--- src/rtl/ex_oitf_pkg.sv ---
//------------------------------------------------------------------------------
// Module   : ex_oitf_pkg
// Brief    : Shared widths and sizing helper for the outstanding-instruction FIFO.
// Revision : 1.0 - initial release
//------------------------------------------------------------------------------
`default_nettype none

package ex_oitf_pkg;

  // Entry-index width, never narrower than one bit so DEPTH=1 still has a port.
  function automatic int ptr_width(input int depth);
    return (depth > 1) ? $clog2(depth) : 1;
  endfunction

  localparam int E203_OITF_DEPTH  = 2;
  localparam int E203_ITAG_WIDTH  = ptr_width(E203_OITF_DEPTH);
  localparam int E203_RFIDX_WIDTH = 5;
  localparam int E203_PC_SIZE     = 32;

endpackage

`default_nettype wire

--- src/rtl/ex_oitf_ptr.sv ---
//------------------------------------------------------------------------------
// Module   : ex_oitf_ptr
// Brief    : Wrapping entry pointer with a lap flag; the flag disambiguates full/empty.
// Revision : 1.0 - initial release
//------------------------------------------------------------------------------
`default_nettype none

module ex_oitf_ptr #(
  parameter int DEPTH = 2,
  parameter int PTR_W = 1
) (
  input  logic             clk,
  input  logic             rst,
  input  logic             inc,
  output logic [PTR_W-1:0] ptr,
  output logic             flag
);

  localparam logic [PTR_W-1:0] C_LAST = PTR_W'(DEPTH - 1);

  logic [PTR_W-1:0] r_ptr;
  logic             r_flag;

  // With DEPTH=1 the pointer is always at C_LAST, so only the flag moves.
  always_ff @(posedge clk) begin
    if (rst) begin
      r_ptr  <= '0;
      r_flag <= 1'b0;
    end else if (inc) begin
      if (r_ptr == C_LAST) begin
        r_ptr  <= '0;
        r_flag <= ~r_flag;
      end else begin
        r_ptr  <= r_ptr + 1'b1;
      end
    end
  end

  assign ptr  = r_ptr;
  assign flag = r_flag;

endmodule

`default_nettype wire

--- src/rtl/ex_oitf.sv ---
//------------------------------------------------------------------------------
// Module   : ex_oitf
// Brief    : Outstanding Instruction Track FIFO: ITAG allocation, in-order retire, RAW/WAW flags.
// Revision : 1.0 - initial release
//------------------------------------------------------------------------------
`default_nettype none

module ex_oitf
  import ex_oitf_pkg::*;
#(
  parameter int DEPTH   = E203_OITF_DEPTH,
  parameter int PTR_W   = ptr_width(DEPTH),
  parameter int RFIDX_W = E203_RFIDX_WIDTH,
  parameter int PC_W    = E203_PC_SIZE
) (
  input  logic               clk,
  input  logic               rst,
  input  logic               dis_ena,
  output logic               dis_ready,
  output logic [PTR_W-1:0]   dis_ptr,
  input  logic               disp_i_rs1en,
  input  logic               disp_i_rs2en,
  input  logic               disp_i_rs3en,
  input  logic               disp_i_rdwen,
  input  logic [RFIDX_W-1:0] disp_i_rs1idx,
  input  logic [RFIDX_W-1:0] disp_i_rs2idx,
  input  logic [RFIDX_W-1:0] disp_i_rs3idx,
  input  logic [RFIDX_W-1:0] disp_i_rdidx,
  input  logic [PC_W-1:0]    disp_i_pc,
  input  logic               ret_ena,
  output logic [PTR_W-1:0]   ret_ptr,
  output logic               ret_rdwen,
  output logic [RFIDX_W-1:0] ret_rdidx,
  output logic [PC_W-1:0]    ret_pc,
  output logic               oitfrd_match_disprs1,
  output logic               oitfrd_match_disprs2,
  output logic               oitfrd_match_disprs3,
  output logic               oitfrd_match_disprd,
  output logic               oitf_empty
);

  logic [PTR_W-1:0] w_alc_ptr;
  logic [PTR_W-1:0] w_ret_ptr;
  logic             w_alc_flag;
  logic             w_ret_flag;
  logic             w_ptr_eq;
  logic             w_empty;
  logic             w_full;
  logic             w_alc_ena;
  logic             w_ret_ena;

  logic               r_vld   [DEPTH];
  logic               r_rdwen [DEPTH];
  logic [RFIDX_W-1:0] r_rdidx [DEPTH];
  logic [PC_W-1:0]    r_pc    [DEPTH];

  ex_oitf_ptr #(.DEPTH(DEPTH), .PTR_W(PTR_W)) u_alc_ptr (
    .clk  (clk),
    .rst  (rst),
    .inc  (w_alc_ena),
    .ptr  (w_alc_ptr),
    .flag (w_alc_flag)
  );

  ex_oitf_ptr #(.DEPTH(DEPTH), .PTR_W(PTR_W)) u_ret_ptr (
    .clk  (clk),
    .rst  (rst),
    .inc  (w_ret_ena),
    .ptr  (w_ret_ptr),
    .flag (w_ret_flag)
  );

  // Status comes from registered pointers only; a same-cycle retire frees nothing yet.
  assign w_ptr_eq  = (w_alc_ptr == w_ret_ptr);
  assign w_empty   = w_ptr_eq & (w_alc_flag == w_ret_flag);
  assign w_full    = w_ptr_eq & (w_alc_flag != w_ret_flag);
  assign w_alc_ena = dis_ena & ~w_full;
  assign w_ret_ena = ret_ena & ~w_empty;

  // Allocate and retire never target the same slot: that would need full and empty at once.
  always_ff @(posedge clk) begin
    if (rst) begin
      for (int i = 0; i < DEPTH; i++) begin
        r_vld[i]   <= 1'b0;
        r_rdwen[i] <= 1'b0;
        r_rdidx[i] <= '0;
        r_pc[i]    <= '0;
      end
    end else begin
      for (int i = 0; i < DEPTH; i++) begin
        if (w_alc_ena && (w_alc_ptr == PTR_W'(i))) begin
          r_vld[i]   <= 1'b1;
          r_rdwen[i] <= disp_i_rdwen;
          r_rdidx[i] <= disp_i_rdidx;
          r_pc[i]    <= disp_i_pc;
        end else if (w_ret_ena && (w_ret_ptr == PTR_W'(i))) begin
          r_vld[i]   <= 1'b0;
        end
      end
    end
  end

  logic w_hit_rs1;
  logic w_hit_rs2;
  logic w_hit_rs3;
  logic w_hit_rd;

  always_comb begin
    w_hit_rs1 = 1'b0;
    w_hit_rs2 = 1'b0;
    w_hit_rs3 = 1'b0;
    w_hit_rd  = 1'b0;
    for (int i = 0; i < DEPTH; i++) begin
      if (r_vld[i] && r_rdwen[i]) begin
        if (r_rdidx[i] == disp_i_rs1idx) w_hit_rs1 = 1'b1;
        if (r_rdidx[i] == disp_i_rs2idx) w_hit_rs2 = 1'b1;
        if (r_rdidx[i] == disp_i_rs3idx) w_hit_rs3 = 1'b1;
        if (r_rdidx[i] == disp_i_rdidx)  w_hit_rd  = 1'b1;
      end
    end
  end

  assign oitfrd_match_disprs1 = disp_i_rs1en & w_hit_rs1;
  assign oitfrd_match_disprs2 = disp_i_rs2en & w_hit_rs2;
  assign oitfrd_match_disprs3 = disp_i_rs3en & w_hit_rs3;
  assign oitfrd_match_disprd  = disp_i_rdwen & w_hit_rd;

  assign dis_ready  = ~w_full;
  assign dis_ptr    = w_alc_ptr;
  assign ret_ptr    = w_ret_ptr;
  assign oitf_empty = w_empty;
  assign ret_rdwen  = r_rdwen[w_ret_ptr];
  assign ret_rdidx  = r_rdidx[w_ret_ptr];
  assign ret_pc     = r_pc[w_ret_ptr];

endmodule

`default_nettype wire
--- config.mk ---
export PLATFORM = sky130hd
export DESIGN_NAME = ex_oitf
export DESIGN_NICKNAME = d
export VERILOG_FILES = /design/src/rtl/ex_oitf_pkg.sv /design/src/rtl/ex_oitf_ptr.sv /design/src/rtl/ex_oitf.sv
export SDC_FILE = /design/constraint.sdc
export NUM_CORES = 1
export LEC_CHECK = 0
export CAP_MARGIN = 20
export CELL_PAD_IN_SITES_DETAIL_PLACEMENT = 1
export CELL_PAD_IN_SITES_GLOBAL_PLACEMENT = 1
export CORE_ASPECT_RATIO = 0.75
export CORE_MARGIN = 4
export CORE_UTILIZATION = 39
export CTS_CLUSTER_SIZE = 8
export DETAILED_ROUTE_END_ITERATION = 7
export PLACE_DENSITY_LB_ADDON = 0.1
export SLEW_MARGIN = 10
export SYNTH_ARGS = -nofsm -noshare
export SYNTH_HDL_FRONTEND = slang
export SYNTH_HIERARCHICAL = 1
export SYNTH_SLANG_ARGS = --single-unit
--- constraint.sdc ---
create_clock -name clk -period 3 [get_ports clk]
set_input_delay 0.75 -clock clk [delete_from_list [all_inputs] [get_ports clk]]
set_output_delay 0.75 -clock clk [all_outputs]
set_load 0.05 [all_outputs]
* Word level (Yosys, flattened, before mapping)
Memories as Yosys holds them, arrays and structs flattened. A register that Yosys moved wholly into a read port is not among the register bits. Cells that the tools add are included. Widths: inputs -> output; s select.
Storage, ports and cells: register bits after elaboration 4, logic and storage cells 103, memory bits (writable) 78, memories 4, input port bits 60
Memories:
- r_pc | words 2, bits a word 32, rd ports 1, clocked after Yosys merged registers in 1, write ports 2, line ex_oitf.sv:55 | logic [PC_W-1:0] r_pc [DEPTH];
- r_rdidx | words 2, bits a word 5, rd ports 3, clocked after Yosys merged registers in 1, write ports 2, line ex_oitf.sv:54 | logic [RFIDX_W-1:0] r_rdidx [DEPTH];
- r_rdwen | words 2, bits a word 1, rd ports 3, clocked after Yosys merged registers in 1, write ports 2, line ex_oitf.sv:53 | logic r_rdwen [DEPTH];
- r_vld | words 2, bits a word 1, rd ports 2, clocked after Yosys merged registers in 0, write ports 2, line ex_oitf.sv:52 | logic r_vld [DEPTH];
Cells by class: equality and inequality tests 11, add/sub/neg operators 2, mux-type cells 50, bitwise gates (word level) 24, reduce and logical (&&, ||, !) cells 8
Operators with widths (count):
- $mux 32 | 2
- $mux 1 | 46
- $eq 5x5->1 | 8
- $mux 5 | 2
- $or 1x1->1 | 10
- $and 1x1->1 | 8
- $logic_and 1x1->1 | 6
- $not 1->1 | 6
- $reduce_and 2->1 | 2
- $add 1x1->1 const B | 2
- $eq 1x1->1 | 2
- $ne 1x1->1 | 1

* Depth between registers and ports, before layout
Gate-level depths: netlist of run 1.
depth in word-level cells 10, mapped depth 6

* Modules after synthesis
Netlist of run 1, hierarchy kept.
By module, submodules not included:
- ex_oitf | area each 3737.3 µm², cells an instance 256, sequential area each 2332.2 µm², times used 1
- ex_oitf_ptr | area each 78.8 µm², cells an instance 7, sequential area each 40.0 µm², times used 2

* Least setup slack after synthesis of run 1
OpenSTA, ideal clock, no wires.
path type reg2reg, start point reg u_ret_ptr.r_ptr, in the netlist u_ret_ptr/ptr, end point mem r_pc[0][0] in the netlist's numbering (enable), data required time 2599 ps, buffers on the path 2, clock period less this slack 2749 ps, stages on the path, launching flop included 5, arrival 2348 ps, slack 251 ps, cell sequence dfxtp_1 > buf_2 > clkbuf_1 > o21ai_0 > nand2b_1
RTL lines:
- start, declared | line ex_oitf_ptr.sv:21 | logic [PTR_W-1:0] r_ptr;
- start signal, assigned | line ex_oitf_ptr.sv:34 | r_ptr <= r_ptr + 1'b1;
- end, declared | line ex_oitf.sv:55

==> results of run 1 <==
## cell families (layout without fill, tap and decap cells)
group / after synthesis / count (layout) / synth area share
AOI/OAI and AO/OA: 16 / 16 / 0.0302
xor gates and xnor gates: 45 / 45 / 0.101
buffers and inverters: 21 / 128 / 0.0260
DFF: 82 / 82 / 0.619
muxes: 38 / 38 / 0.110
and+or+nand+nor: 68 / 68 / 0.113
## cell type report
cell class	instances	area, sq um
Timing Repair Buffer	111	1180
Inverter	2	7.51
Multi-Input combinational cell	167	1390
Clock buffer	11	233
Clock inverter	4	67.6
Sequential cell	82	2410
Fill cell	954	4240
Tap cell	132	165
## power breakdown
group	internal, mW	switching (mW)
Combinational	0.730	1.06
Sequential	1.44	0.117
Clock	0.718	0.394
Total	2.89	1.57
## tightest hold or removal path, cell delays in order (launching register included)
cell and delay, ns:
dfxtp_1 0.37, inv_1 0.08, a211oi_1 0.06
## sequential cells by signal, summed over array words and instances, names as in the netlist
signal          flops
u_ret_ptr/flag      1
r_vld               2
r_rdwen             2
u_ret_ptr/ptr       1
r_pc               64
r_rdidx            10
u_alc_ptr/ptr       1
u_alc_ptr/flag      1
## metrics by stage
stage	hold slack (ns)	setup WS, ns	std cells	utilization	cell area [sq um]
global placement	0.551	0.189	494	0.532	5160
detailed placement	0.545	0.176	494	0.532	5160
CTS	0.553	0.0727	509	0.563	5460
global route	0.568	0.0189	509	0.563	5460
finish	0.555	0.106	509	0.563	5460
floorplan	0.465	0.251	270	-	3890
## metal layers
metal / part of all wire / routed length, microns
met3: 0.062 / 568
met1: 0.43 / 3970
met2: 0.50 / 4550
met5: 0 / 0
met4: 0.0066 / 60
## cell usage after synthesis
master	n
nand2b_1	2
a21o_1	1
o22ai_1	4
nor2b_1	2
clkbuf_2	2
dfxtp_1	5
xnor2_1	44
a211oi_1	1
a21oi_1	2
nand3b_1	3
a21boi_0	1
nand2_1	3
mux2_2	38
nor2_1	2
o21ai_0	2
buf_6	2
nand4_1	16
a21oi_2	2
edfxtp_1	77
a21bo_1	2
and2_1	21
buf_2	4
and2_2	18
a211oi_2	1
clkbuf_1	11
xor2_1	1
and2b_2	1
inv_1	2
## path summary, 6_finish.rpt
kind                                     from         end  slack [ns]  cells past startpoint
worst min register to register       r_vld[1]    r_vld[1]        0.56                      2
worst min-delay path                 r_vld[1]    r_vld[1]        0.56                      2
worst max-delay path            u_ret_ptr/ptr  ret_pc[28]        0.11                      3
worst max register to register  u_ret_ptr/ptr    r_vld[0]        0.85                      6
==> impl_metrics.ini, run 1 <==
[outcome]
status = finished, final reports clean

[synthesis]
syn_area_sq_um = 3890
syn_area_per_cell_sq_um = 14.4
synth.area.top_cells = edfxtp_1, mux2_2, xnor2_1, and2_2, and2_1
synth_seq_cells = 82
synth_nets = 330
synth_area_leader_cell = edfxtp_1
yosysWarnings = 6
ys_seq_area_frac = 0.619
synth_cell_types = 28
syn_inst = 270
synth_top_area_share = 0.594

[sta]
rsz0062_at_grt = no
skew_ns = 0.00893
post-route-min-period_ns = 2.89
setup-tns-final_ns = 0
setup_viol = 0
hold_violations = 0
final_max_slew_viol_count = 0
period_share = 0.965
relSlewSlack = 0.631
worst_pin_slew_ns = 0.552
fmax_mhz = 346

[clocking]
numCtsBuffers = 9
cts-root-buf = clkbuf_16
postCtsHoldBufs = 0
clkLatencyLatePin_ns = 0.33
cts_tree = done
cts_sinks = 82
htreeDepth = 3
cts.repair.resized = 0
clock_path_buffers = 2
cts_setup_buffers = 0
path_clk_slew_ns = 0.06

[layout]
mostFrequentLayoutCells = clkdlybuf4s50_1, edfxtp_1, xnor2_1
drive_gt1_frac = 0.228
syn2layout_area_growth_pct = 40.2
final_common_cell = clkdlybuf4s50_1
antenna_cells = 0
final_nets = 433

[grt]
use_met2 = 0.277
gr-total-overflow = 0
grt_use_met1 = 0.208
first_global_vias = 2739
met3_usage = 0.0671
antenna_found_initial = 0
grt_usage = 0.169
grt_pass1_wl_microns = 14500
grt-busiest-layer = met2
grt_max_degree = 40

[detailed_routing]
route.vias.total = 2473
drc = 0
viasPerCell = 4.86
dr.first_iter.drc_count = 59
drt_first_pass_iters = 4
routedWlPerCell_microns = 18.0
wl_microns = 9160
drt.antenna.violating_nets = 0

[power_and_ir_drop]
leakage_nw = 1.92
vdd_ir_drop_max_v = 0.000543
powerDensity_nw_per_um2 = 817
total_power_mw = 4.46

[floorplanning]
die_w_microns = 123
die-area_sq_um = 11700
die_y_microns = 94.5
initial_utilization = 0.402
io_pins = 106
row_count = 31
core_area_sq_um = 9700

[critical_path]
start_kind = flop
crit_family = buffers and inverters
crit_arrival_ns = 2.14
worst_path_max_delay_cell = clkdlybuf4s50_1
required_ns = 2.25
path_cells = buf_12 -> mux2_2 -> clkdlybuf4s50_1
end_kind = output pin
path_buf_inv = 2
path_class = flop to output pin
cp_max_fo = 23
slowest_delay_ns = 0.71

[placement]
gp_congestion = 0.770
place.detailed.hpwl_microns = 6420
io_buffer_count = 105

[worst_hold_path]
worstHoldPathType = flop to flop

[job]
maxCapViolations = 0
Power figures use the tool's default switching activity.
==> run 2, diff against run 1 <==
Settings changed: CORE_UTILIZATION 39 to 42, TNS_END_PERCENT set to 5.
Clock period 3 ns to 3.59 ns, I/O delays scaled along.
==> run 2 against run 1 <==
  * Combinational power is 18% lower
  * Flip-flop and latch count stayed put
  * Wire length decreased by 1.8%
  * Core utilization increased by 3.9 points
  * Clock skew down 0.0018 ns
  * First-iteration DRC count grew 110%
  * Register-to-register slack better by 0.81 ns
  * Critical path type unchanged
  * Clock-buffer cell count is 2 lower
  * Critical endpoint is now ret_pc[6]
==> impl_metrics.ini, run 2 (synthesis gave the netlist of run 1 again) <==
[outcome]
status = finished, final reports clean

[critical_path]
path_class = flop to output pin
required_ns = 2.69
ff2ff_path_depth = 4
endpoint = ret_pc[6]
crit_family = buffers and inverters
crit_cells = 3
r2r_start = u_alc_ptr/flag
path_cells = buf_12 -> mux2_2 -> clkdlybuf4s50_1
path_buf_inv = 2
crit_arrival_ns = 2.33
cp_max_fo = 32
r2r-end = r_pc[1][28]
startpoint = u_ret_ptr/ptr
slowest_delay_ns = 0.71
end_kind = output pin
start_kind = flop
worst_path_max_delay_cell = clkdlybuf4s50_1
r2r_slack_ns = 1.66

[power_and_ir_drop]
pwr-share-clk = 0.259
p_comb_frac = 0.390
p_int_mw = 2.39
p_seq_frac = 0.351
switchingPower_mw = 1.34
leakage_nw = 1.90
vdd_ir_drop_max_v = 0.000379
powerDensity_nw_per_um2 = 685
switching_share = 0.360

[placement]
dp.cells = 488
pre_cts_ws_ns = 0.440
place.detailed.hpwl_microns = 6530
gp_congestion = 0.742
io_buffer_count = 105

[sta]
worst_pin_slew_ns = 0.530
rsz0062_at_grt = no
setup-tns-final_ns = 0
setup_viol = 0
period_share = 0.898
skew_ns = 0.00711
relSlewSlack = 0.645
post-route-min-period_ns = 3.22
worst_slack_ns = 0.365
fmax_mhz = 310
final_max_slew_viol_count = 0
hold_violations = 0
fin_hold_ws_ns = 0.547

[detailed_routing]
drc = 0
drt_first_pass_iters = 4
routedWlPerCell_microns = 17.9
wl_microns = 8990
dr.first_iter.drc_count = 121
drt.antenna.violating_nets = 0
route.vias.total = 2472
viasPerCell = 4.91

[clocking]
cts_tree = done
cts_setup_buffers = 0
clock_path_buffers = 2
cts-root-buf = clkbuf_16
clkLatencyLatePin_ns = 0.33
postCtsHoldBufs = 0
numCtsBuffers = 9
cts.repair.resized = 0
path_clk_slew_ns = 0.06
htreeDepth = 3
cts_sinks = 82

[layout]
mostFrequentLayoutCells = clkdlybuf4s50_1, edfxtp_1, xnor2_1
final_common_cell = clkdlybuf4s50_1
final_nets = 431
largest_reg_flops = 64
antenna_cells = 0
fin_cells = 503
syn2layout_area_growth_pct = 39.9
drive_gt1_frac = 0.229
top_regs = r_pc x64, r_rdidx x10
top_register = r_pc

[worst_hold_path]
worstHoldPathType = flop to flop

[grt]
gr-total-overflow = 0
use_met2 = 0.278
grt_pass1_wl_microns = 14400
grt-busiest-layer = met2
first_global_vias = 2744
grt_usage = 0.172
met3_usage = 0.0479
grt_max_degree = 40
antenna_found_initial = 0
grt_use_met1 = 0.227

[floorplanning]
die_y_microns = 91.4
die-area_sq_um = 10900
io_pins = 106
core_area_sq_um = 9050
row_count = 30
initial_utilization = 0.431
die_w_microns = 119

[job]
maxCapViolations = 0
run 2: worst min-delay path by stage:
| stage | start | end | slack (ns) | depth (start not counted) |
|---|---|---|---|---|
| after CTS | r_vld[1] | r_vld[1] | 0.56 | 2 |
| after floorplan | r_vld[1] | r_vld[1] | 0.46 | 2 |
| after global routing | r_vld[1] | r_vld[1] | 0.60 | 2 |
| after global placement | r_vld[1] | r_vld[1] | 0.55 | 2 |
| after detailed placement | r_vld[1] | r_vld[1] | 0.55 | 2 |
| final | r_vld[1] | r_vld[1] | 0.55 | 2 |
run 2: final cells by class:
cell class              instances  area (sq um)
clock inverters                 6          91.3
repair buffers                109          1160
multi-input cells             167          1390
well taps                     128           160
flip-flops and latches         82          2410
clock buffers                   9           225
fillers                       866          3600
inverters                       2          7.51
run 2: stage by stage:
stage	total power, mW	util	instance area (sq um)
CTS	3.78	0.602	5450
floorplan	2.30	-	3890
global route	3.89	0.602	5450
detailed placement	2.80	0.567	5130
finish	3.73	0.602	5450
global placement	2.77	0.567	5130
run 2: routing by layer:
| metal | up-vias | wire length, microns |
|---|---|---|
| met5 | - | 0 |
| met3 | 9 | 448 |
| li1 | 1177 | - |
| met2 | 72 | 4260 |
| met4 | 0 | 95 |
| met1 | 1214 | 4200 |
run 2: power by group through the flow:
stage | clock network [mW] | registers, mW | logic (mW)
final | 0.968 | 1.31 | 1.46
after global routing | 1.04 | 1.33 | 1.53
after global placement | 0 | 1.32 | 1.45
after CTS | 0.988 | 1.31 | 1.48
after detailed placement | 0 | 1.33 | 1.47
after floorplan | 0 | 1.28 | 1.02
run 2: worst reg2reg max path, cell delays in order (launching register included):
cell      delay [ns]
dfxtp_1         0.40
xor2_1          0.44
a21o_1          0.24
nand2b_2        0.30
buf_12          0.30
==> run 3, diff against run 2 <==
Settings changed: DONT_BUFFER_PORTS set to 1.
==> run 3 against run 2 <==
  * Core utilization fell by 12 points
  * Sequential power hardly changed
  * Non-clock buffer count down 98
  * Register-to-register slack lost 0.20 ns
  * Cell count decreased by 19%
  * Combinational power down 23%
  * Setup slack better by 0.52 ns
  * Clock skew fell by 0.0011 ns
  * Hold slack worse by 0.0098 ns
  * Clock-buffer cell count unchanged
  * Flip-flop and latch count stayed put
  * Largest cell class unchanged
  * Largest power group is now sequential cells
==> impl_metrics.ini, run 3 (synthesis gave the netlist of run 1 again) <==
[clocking]
path_clk_slew_ns = 0.06
cts_setup_buffers = 0
htreeDepth = 3
clock_path_buffers = 2
postCtsHoldBufs = 0
cts-root-buf = clkbuf_16
cts.repair.resized = 0
cts_tree = done
cts_sinks = 82
numCtsBuffers = 9
clkLatencyLatePin_ns = 0.33

[power_and_ir_drop]
total_power_mw = 3.24
leakage_nw = 1.49
vdd_ir_drop_max_v = 0.000321
powerDensity_nw_per_um2 = 747

[outcome]
status = finished, final reports clean

[sta]
skew_ns = 0.00605
worst_slack_ns = 0.887
fmax_mhz = 370
rsz0062_at_grt = no
fin_hold_ws_ns = 0.537
hold_violations = 0
post-route-min-period_ns = 2.70
final_max_slew_viol_count = 0
relSlewSlack = 0.511
period_share = 0.753
setup-tns-final_ns = 0
setup_viol = 0
worst_pin_slew_ns = 0.734

[floorplanning]
die_y_microns = 91.4
initial_utilization = 0.431
die_w_microns = 119
core_area_sq_um = 9050
die-area_sq_um = 10900
row_count = 30
io_pins = 106

[grt]
grt_max_degree = 40
gr-total-overflow = 0
grt-busiest-layer = met2
antenna_found_initial = 1
grt_pass1_wl_microns = 12900
met3_usage = 0.0753
grt_usage = 0.160
grt_use_met1 = 0.200
first_global_vias = 2304
use_met2 = 0.242

[worst_hold_path]
worstHoldPathType = flop to flop

[layout]
antenna_cells = 0
mostFrequentLayoutCells = edfxtp_1, xnor2_1, mux2_2
fill_cells = 892
drive_gt1_frac = 0.318
final_util = 0.479
final_cell_area_sq_um = 4340
largest_reg_flops = 64
top_register = r_pc
top_regs = r_pc x64, r_rdidx x10
final_nets = 333
fin_cells = 405
syn2layout_area_growth_pct = 11.3
final_common_cell = edfxtp_1

[critical_path]
cp_max_fo = 37
r2r_slack_ns = 1.46
worst_path_max_delay_cell = dfxtp_2
path_cells = buf_12 -> mux2_2
slowest_delay_ns = 0.65
end_kind = output pin
required_ns = 2.69
start_kind = flop
path_class = flop to output pin
crit_family = flip-flops
path_buf_inv = 1
crit_arrival_ns = 1.81

[detailed_routing]
route.vias.total = 2099
wl_microns = 8260
viasPerCell = 5.18
drc = 0
dr.first_iter.drc_count = 92
drt_first_pass_iters = 4
drt.antenna.violating_nets = 0
routedWlPerCell_microns = 20.4

[job]
maxCapViolations = 0

[placement]
pre_cts_ws_ns = 0.960
dp.cells = 390
placed_area_sq_um = 4070
io_buffer_count = 0
gp_congestion = 0.743
place.detailed.hpwl_microns = 5760
## run 3: changes by cell type in the layout (fill, tap and decap cells not counted), sizes merged
cell	delta
clkinvlp	-1
clkinv	+2
bufinv	-2
inv	+1
buf	+3
clkdlybuf4s50	-101
## run 3: worst paths after layout
kind	from	endpoint	depth (start not counted)
max	u_ret_ptr/ptr	ret_pc[14]	2
min	r_vld[1]	r_vld[1]	2
max reg2reg	u_ret_ptr/ptr	r_pc[0][6]	3
min reg2reg	r_vld[1]	r_vld[1]	2
## run 3: layout make-up
class	count	area [sq um]	area share
Clock buffer	9	225	0.0519
Tap cell	128	160	0.0369
Inverter	2	7.51	0.00173
Timing Repair Buffer	11	95.1	0.0219
Multi-Input combinational cell	167	1390	0.321
Sequential cell	82	2410	0.557
Clock inverter	6	41.3	0.00952
## run 3: per-layer routing
layer	up-vias	part of all wire
li1	976	-
met1	1037	0.43
met2	71	0.47
met3	13	0.085
met4	2	0.015
met5	-	0.0015
## run 3: worst reg2reg max path, cell delays in order (launching register included)
cell and delay, ns:
dfxtp_2 0.65, o21ai_0 0.27, nand2b_2 0.59, buf_4 0.33
## run 3: report_power, final
part           leakage, nW  total [mW]  internal, mW  switching (mW)
Clock                0.126       0.815         0.464           0.350
Combinational        0.503        1.12         0.298           0.821
Sequential           0.858        1.31          1.20           0.103
Total                 1.49        3.24          1.96            1.27
==> RTL change 1: new RTL, config.mk and constraints of run 1 <==
Set the package constant `E203_RFIDX_WIDTH` to 4 (it was 5).
--- a/src/rtl/ex_oitf_pkg.sv
+++ b/src/rtl/ex_oitf_pkg.sv
@@ -16,3 +16,3 @@
   localparam int E203_ITAG_WIDTH  = ptr_width(E203_OITF_DEPTH);
-  localparam int E203_RFIDX_WIDTH = 5;
+  localparam int E203_RFIDX_WIDTH = 4;
   localparam int E203_PC_SIZE     = 32;
Ports: changed (5 resized); port bits go from 106 to 101. No check against the original RTL was run, so the function may have changed too.
==> RTL change 1 against run 1 <==
Design area shrank 3.8%. Utilization grew 1.3 points. Count of clock-buffer cells in the layout down 2. Hold slack better by 0.026 ns. Power is 2.1% lower. Non-clock buffer count decreased by 6. Area after synthesis is 5.6% lower. Wire length decreased by 6.2%. Setup slack lost 0.045 ns. Sequential cell count is 2 lower. Largest power group unchanged. Highest routed layer unchanged.
==> RTL change 1: results (changes against run 1) <==
\begin{tabular}{lr}
\hline
Metric & Value \\
\hline
\multicolumn{2}{l}{\textbf{Run status}} \\
\quad Result of the run & completed \\
\multicolumn{2}{l}{\textbf{Critical path}} \\
\quad Critical Path Source & disp\_i\_rs3idx[1] \\
\quad Setup slack on the worst flop-to-flop path & 0.71 ns (-0.14 ns) \\
\quad Worst flop-to-flop path endpoint & r\_pc[0][30]\$\_DFFE\_PP\_ \\
\quad Worst r2r path cells & 5 (-1) \\
\multicolumn{2}{l}{\textbf{Global routing}} \\
\quad Met2 capacity usage during global routing & 28.0\% (+0.28 points) \\
\quad Met1 demand-to-capacity share in global routing & 18.5\% (-2.2 points) \\
\quad First-pass GRT wire length & 13500 um (-7.2\%) \\
\quad Met3 usage & 5.92\% (-0.79 points) \\
\multicolumn{2}{l}{\textbf{Pwr}} \\
\quad Share of power burned in registers & 34.4\% (-0.5 points) \\
\quad Power in the clock group & 0.00116 W (+5\%) \\
\quad Share of total power consumed by net switching & 35.9\% (+0.63 points) \\
\quad Max IR drop VDD & 0.439 mV (-19\%) \\
\multicolumn{2}{l}{\textbf{Detailed routing}} \\
\quad Routed length on met1 & 3530 um (-11\%) \\
\quad Routed vias/inst & 4.84 (-0.44\%) \\
\quad Wire length on met3 & 521 um (-8.3\%) \\
\quad Number of DRC violations after detailed-routing iteration 0 & 72 (+22\%) \\
\multicolumn{2}{l}{\textbf{STA}} \\
\quad Fin Clk Skew & 0.00461 ns (-0.00432 ns) \\
\quad Tightest Pin Transition & 0.835 ns (+0.283 ns) \\
\multicolumn{2}{l}{\textbf{Logic synthesis}} \\
\quad Proportion of synthesized area in mux cells & 11.3\% (+0.34 points) \\
\quad Total of flip-flops plus latches after synthesis & 80 (-2.4\%) \\
\quad Top post-synthesis cells by count & sky130\_fd\_sc\_hd\_\_edfxtp\_1, sky130\_fd\_sc\_hd\_\_and2\_1, sky130\_fd\_sc\_hd\_\_mux2\_2 \\
\quad Cell types with the largest area share after synthesis & sky130\_fd\_sc\_hd\_\_edfxtp\_1, sky130\_fd\_sc\_hd\_\_mux2\_2, sky130\_fd\_sc\_hd\_\_xnor2\_1 \\
\quad Post-synthesis share of cell area spent on xor and xnor gates & 9.05\% (-1.1 points) \\
\multicolumn{2}{l}{\textbf{Final layout}} \\
\quad Non-clock buffer total of the final layout & 105 (-5.4\%) \\
\quad Clock Network Area Fraction & 6.07\% (+0.57 points) \\
\quad Ratio of cells with drive above 1 in the final layout & 20.2\% (-2.6 points) \\
\quad Largest regs & r\_pc x64, r\_rdidx x8 \\
\quad Final-stage net count & 408 (-5.8\%) \\
\quad Number of fill cells in the layout & 895 (-6.2\%) \\
\quad Non-Clock Inverter Count & 1 (-1) \\
\multicolumn{2}{l}{\textbf{CTS}} \\
\quad CTS resizes & 2 (+2) \\
\multicolumn{2}{l}{\textbf{Place}} \\
\quad Post-placement cell count & 469 (-5.1\%) \\
\hline
\end{tabular}
## RTL change 1: worst max-delay path, cell delays in order
cell                              delay (ns)
sky130_fd_sc_hd__clkdlybuf4s50_1        0.45
sky130_fd_sc_hd__xor2_1                 0.16
sky130_fd_sc_hd__or4_4                  0.55
sky130_fd_sc_hd__o21ai_2                0.11
sky130_fd_sc_hd__buf_12                 0.16
## RTL change 1: logic make-up after synthesis
family,Yosys count
muxes,37
and+or+nand+nor,67
AOI/OAI and AO/OA,13
DFF,80
xor gates and xnor gates,38
buffers and inverters,17
## RTL change 1: through the flow
stage	cell area (um^2)	hold slack, ns	worst slack, ns	util [%]
finish	5260	0.581	0.0604	57.6
global placement	4900	0.559	0.0418	53.8
CTS	5230	0.583	0.0205	57.3
floorplan	3690	0.498	0.176	-
detailed placement	4900	0.573	-0.0460	53.8
global route	5260	0.610	0.0307	57.6
==> RTL change 2: new RTL, flow settings as in run 1 <==
Made on the original files. Reset style: asynchronous (`rst`), changed in 2 clocked blocks.
--- a/src/rtl/ex_oitf_ptr.sv
+++ b/src/rtl/ex_oitf_ptr.sv
@@ -24,3 +24,3 @@
   // With DEPTH=1 the pointer is always at C_LAST, so only the flag moves.
-  always_ff @(posedge clk) begin
+  always_ff @(posedge clk or posedge rst) begin
     if (rst) begin
--- a/src/rtl/ex_oitf.sv
+++ b/src/rtl/ex_oitf.sv
@@ -80,3 +80,3 @@
   // Allocate and retire never target the same slot: that would need full and empty at once.
-  always_ff @(posedge clk) begin
+  always_ff @(posedge clk or posedge rst) begin
     if (rst) begin
Function: differs if rst is asserted again (counterexample within 4 cycles, from zero or initial values and one cycle with rst high); with rst held inactive, the same outputs for 4 cycles.
==> RTL change 2 against run 1 <==
Area after synthesis is 6.0% higher. Critical path type unchanged. Setup slack better by 0.089 ns. Sequential share of layout area is 8.0 points lower. Highest routed layer unchanged. Design area is 3.8% higher. First-iteration DRC count is 47% higher. Maximum frequency is 3.2% higher. Non-clock buffer count is 2 higher. Sequential cell count stayed put. Wire length is 7.8% higher.
Power is not shown: default switching activity piles up to over one toggle a cycle in this logic, so the estimate is an artifact.
==> RTL change 2: results (changes against run 1) <==
\begin{tabular}{lr}
\hline
Metric & Value \\
\hline
\multicolumn{2}{l}{\textbf{Worst hold path}} \\
\quad Number of stages on the worst hold path & 1 (-1) \\
\quad Endpoint of the worst hold path & r\_pc[48]\$\_DFFE\_PP0P\_ \\
\quad Min-Delay Startpoint & r\_pc[48]\$\_DFFE\_PP0P\_ \\
\multicolumn{2}{l}{\textbf{Global routing}} \\
\quad First-pass GRT wire length & 16300 um (+12\%) \\
\quad Met1 demand-to-capacity share in global routing & 21.8\% (+1.1 points) \\
\quad Overall track demand over capacity in global routing & 16.7\% (-0.17 points) \\
\quad Via count of the first global-routing pass & 3120 (+14\%) \\
\quad Largest net degree at the start of global routing & 35 (-13\%) \\
\multicolumn{2}{l}{\textbf{Final layout}} \\
\quad Ratio of cells with drive above 1 in the final layout & 39.4\% (+17 points) \\
\quad Final-stage net count & 466 (+7.6\%) \\
\multicolumn{2}{l}{\textbf{Logic synthesis}} \\
\quad Synth unique cells & 21 (-25\%) \\
\quad Fraction of registers with async set or reset after synthesis & 100\% (+100 points) \\
\quad Cell types with the largest area share after synthesis & sky130\_fd\_sc\_hd\_\_dfrtp\_1, sky130\_fd\_sc\_hd\_\_mux2\_2, sky130\_fd\_sc\_hd\_\_xnor2\_1 \\
\quad Commonest register cell after synthesis & sky130\_fd\_sc\_hd\_\_dfrtp\_1 \\
\quad Top post-synthesis cells by count & sky130\_fd\_sc\_hd\_\_mux2\_2, sky130\_fd\_sc\_hd\_\_dfrtp\_1, sky130\_fd\_sc\_hd\_\_xnor2\_1 \\
\multicolumn{2}{l}{\textbf{Critical path}} \\
\quad Worst flop-to-flop path endpoint & r\_pc[32]\$\_DFFE\_PP0P\_ \\
\quad Worst r2r path cells & 4 (-2) \\
\quad Reg2Reg Launch Point & u\_ret\_ptr/flag\$\_DFFE\_PP0P\_ \\
\quad Data arrival time of the worst path & 2.06 ns (-0.08 ns) \\
\quad Maximum fanout along the worst path & 15 (-35\%) \\
\multicolumn{2}{l}{\textbf{Run status}} \\
\quad Result of the run & completed \\
\multicolumn{2}{l}{\textbf{STA}} \\
\quad Headroom to the max-slew limit & 33.2\% (-30 points) \\
\multicolumn{2}{l}{\textbf{Detailed routing}} \\
\quad Number of DRC violations after detailed-routing iteration 0 & 87 (+47\%) \\
\quad Average routed wire per standard cell & 18.0 um (+0.29\%) \\
\quad Routed vias/inst & 5.05 (+4.0\%) \\
\multicolumn{2}{l}{\textbf{Place}} \\
\quad Routability congestion estimate from global placement & 0.730 (-5.2\%) \\
\quad HPWL Detailed & 7080 um (+10\%) \\
\hline
\end{tabular}
==> RTL change 2: changes by cell type after synthesis, sizes merged, moves of 2 or more <==
cell / run 1 / this run
a21bo: 2 / 0
nand3b: 3 / 0
o211ai: 0 / 2
and2: 39 / 2
mux2: 38 / 114
xor2: 1 / 3
edfxtp: 77 / 0
inv: 2 / 6
dfrtp: 0 / 82
nor2b: 2 / 0
nand2b: 2 / 0
buf: 6 / 11
dfxtp: 5 / 0
a21oi: 4 / 1
==> RTL change 2: logic make-up (layout without fill, tap and decap cells) <==
| logic type | after synthesis | after routing | synth area share (%) |
|---|---|---|---|
| muxes | 114 | 114 | 31.9 |
| and+or+nand+nor | 23 | 23 | 3.18 |
| DFF | 82 | 82 | 49.7 |
| AOI/OAI and AO/OA | 10 | 10 | 1.70 |
| xor gates and xnor gates | 47 | 47 | 9.97 |
| buffers and inverters | 29 | 135 | 3.57 |
==> RTL change 2: routing by layer <==
layer / wire (um) / part of all wire, %
met5: 0 / 0
met4: 86 / 0.87
met3: 563 / 5.7
met2: 4720 / 48
met1: 4500 / 46
==> RTL change 2: worst max-delay path: stages, from the launching register on <==
cell and delay, ns:
sky130_fd_sc_hd__dfrtp_2 0.38, sky130_fd_sc_hd__buf_4 0.26, sky130_fd_sc_hd__mux2_2 0.38, sky130_fd_sc_hd__clkdlybuf4s50_1 0.70
==> RTL change 2: worst max-delay path by stage <==
stage / slack [ns] / from / depth (start not counted) / endpoint
final: 0.19 / u_ret_ptr/ptr$_DFFE_PP0P_ / 3 / ret_rdidx[1]
after global placement: 0.22 / disp_i_rdidx[0] / 5 / oitfrd_match_disprd
after detailed placement: 0.20 / disp_i_rdidx[0] / 5 / oitfrd_match_disprd
after floorplan: 0.25 / rst / 1 / r_pc[0]$_DFFE_PP0P_
after CTS: 0.17 / u_ret_ptr/ptr$_DFFE_PP0P_ / 3 / ret_rdidx[1]
after global routing: 0.12 / disp_i_rdidx[1] / 5 / oitfrd_match_disprd
==> RTL change 2: area by class of cell <==
type | instances | area (um^2)
Clock buffer | 12 | 256
Clock inverter | 4 | 73.8
Fill cell | 1041 | 4660
Inverter | 6 | 23.8
Multi-Input combinational cell | 194 | 1950
Sequential cell | 82 | 2050
Tap cell | 136 | 170
Timing Repair Buffer | 113 | 1140
==> RTL change 2: stage by stage <==
step                setup slack (ns)  hold slack [ns]  instances  utilization (%)
floorplan                      0.255            0.460        305                -
global placement               0.220            0.477        531             51.7
detailed placement             0.198            0.490        531             51.7
CTS                            0.165            0.507        547             54.9
global route                   0.118            0.514        547             54.9
finish                         0.195            0.502        547             54.9
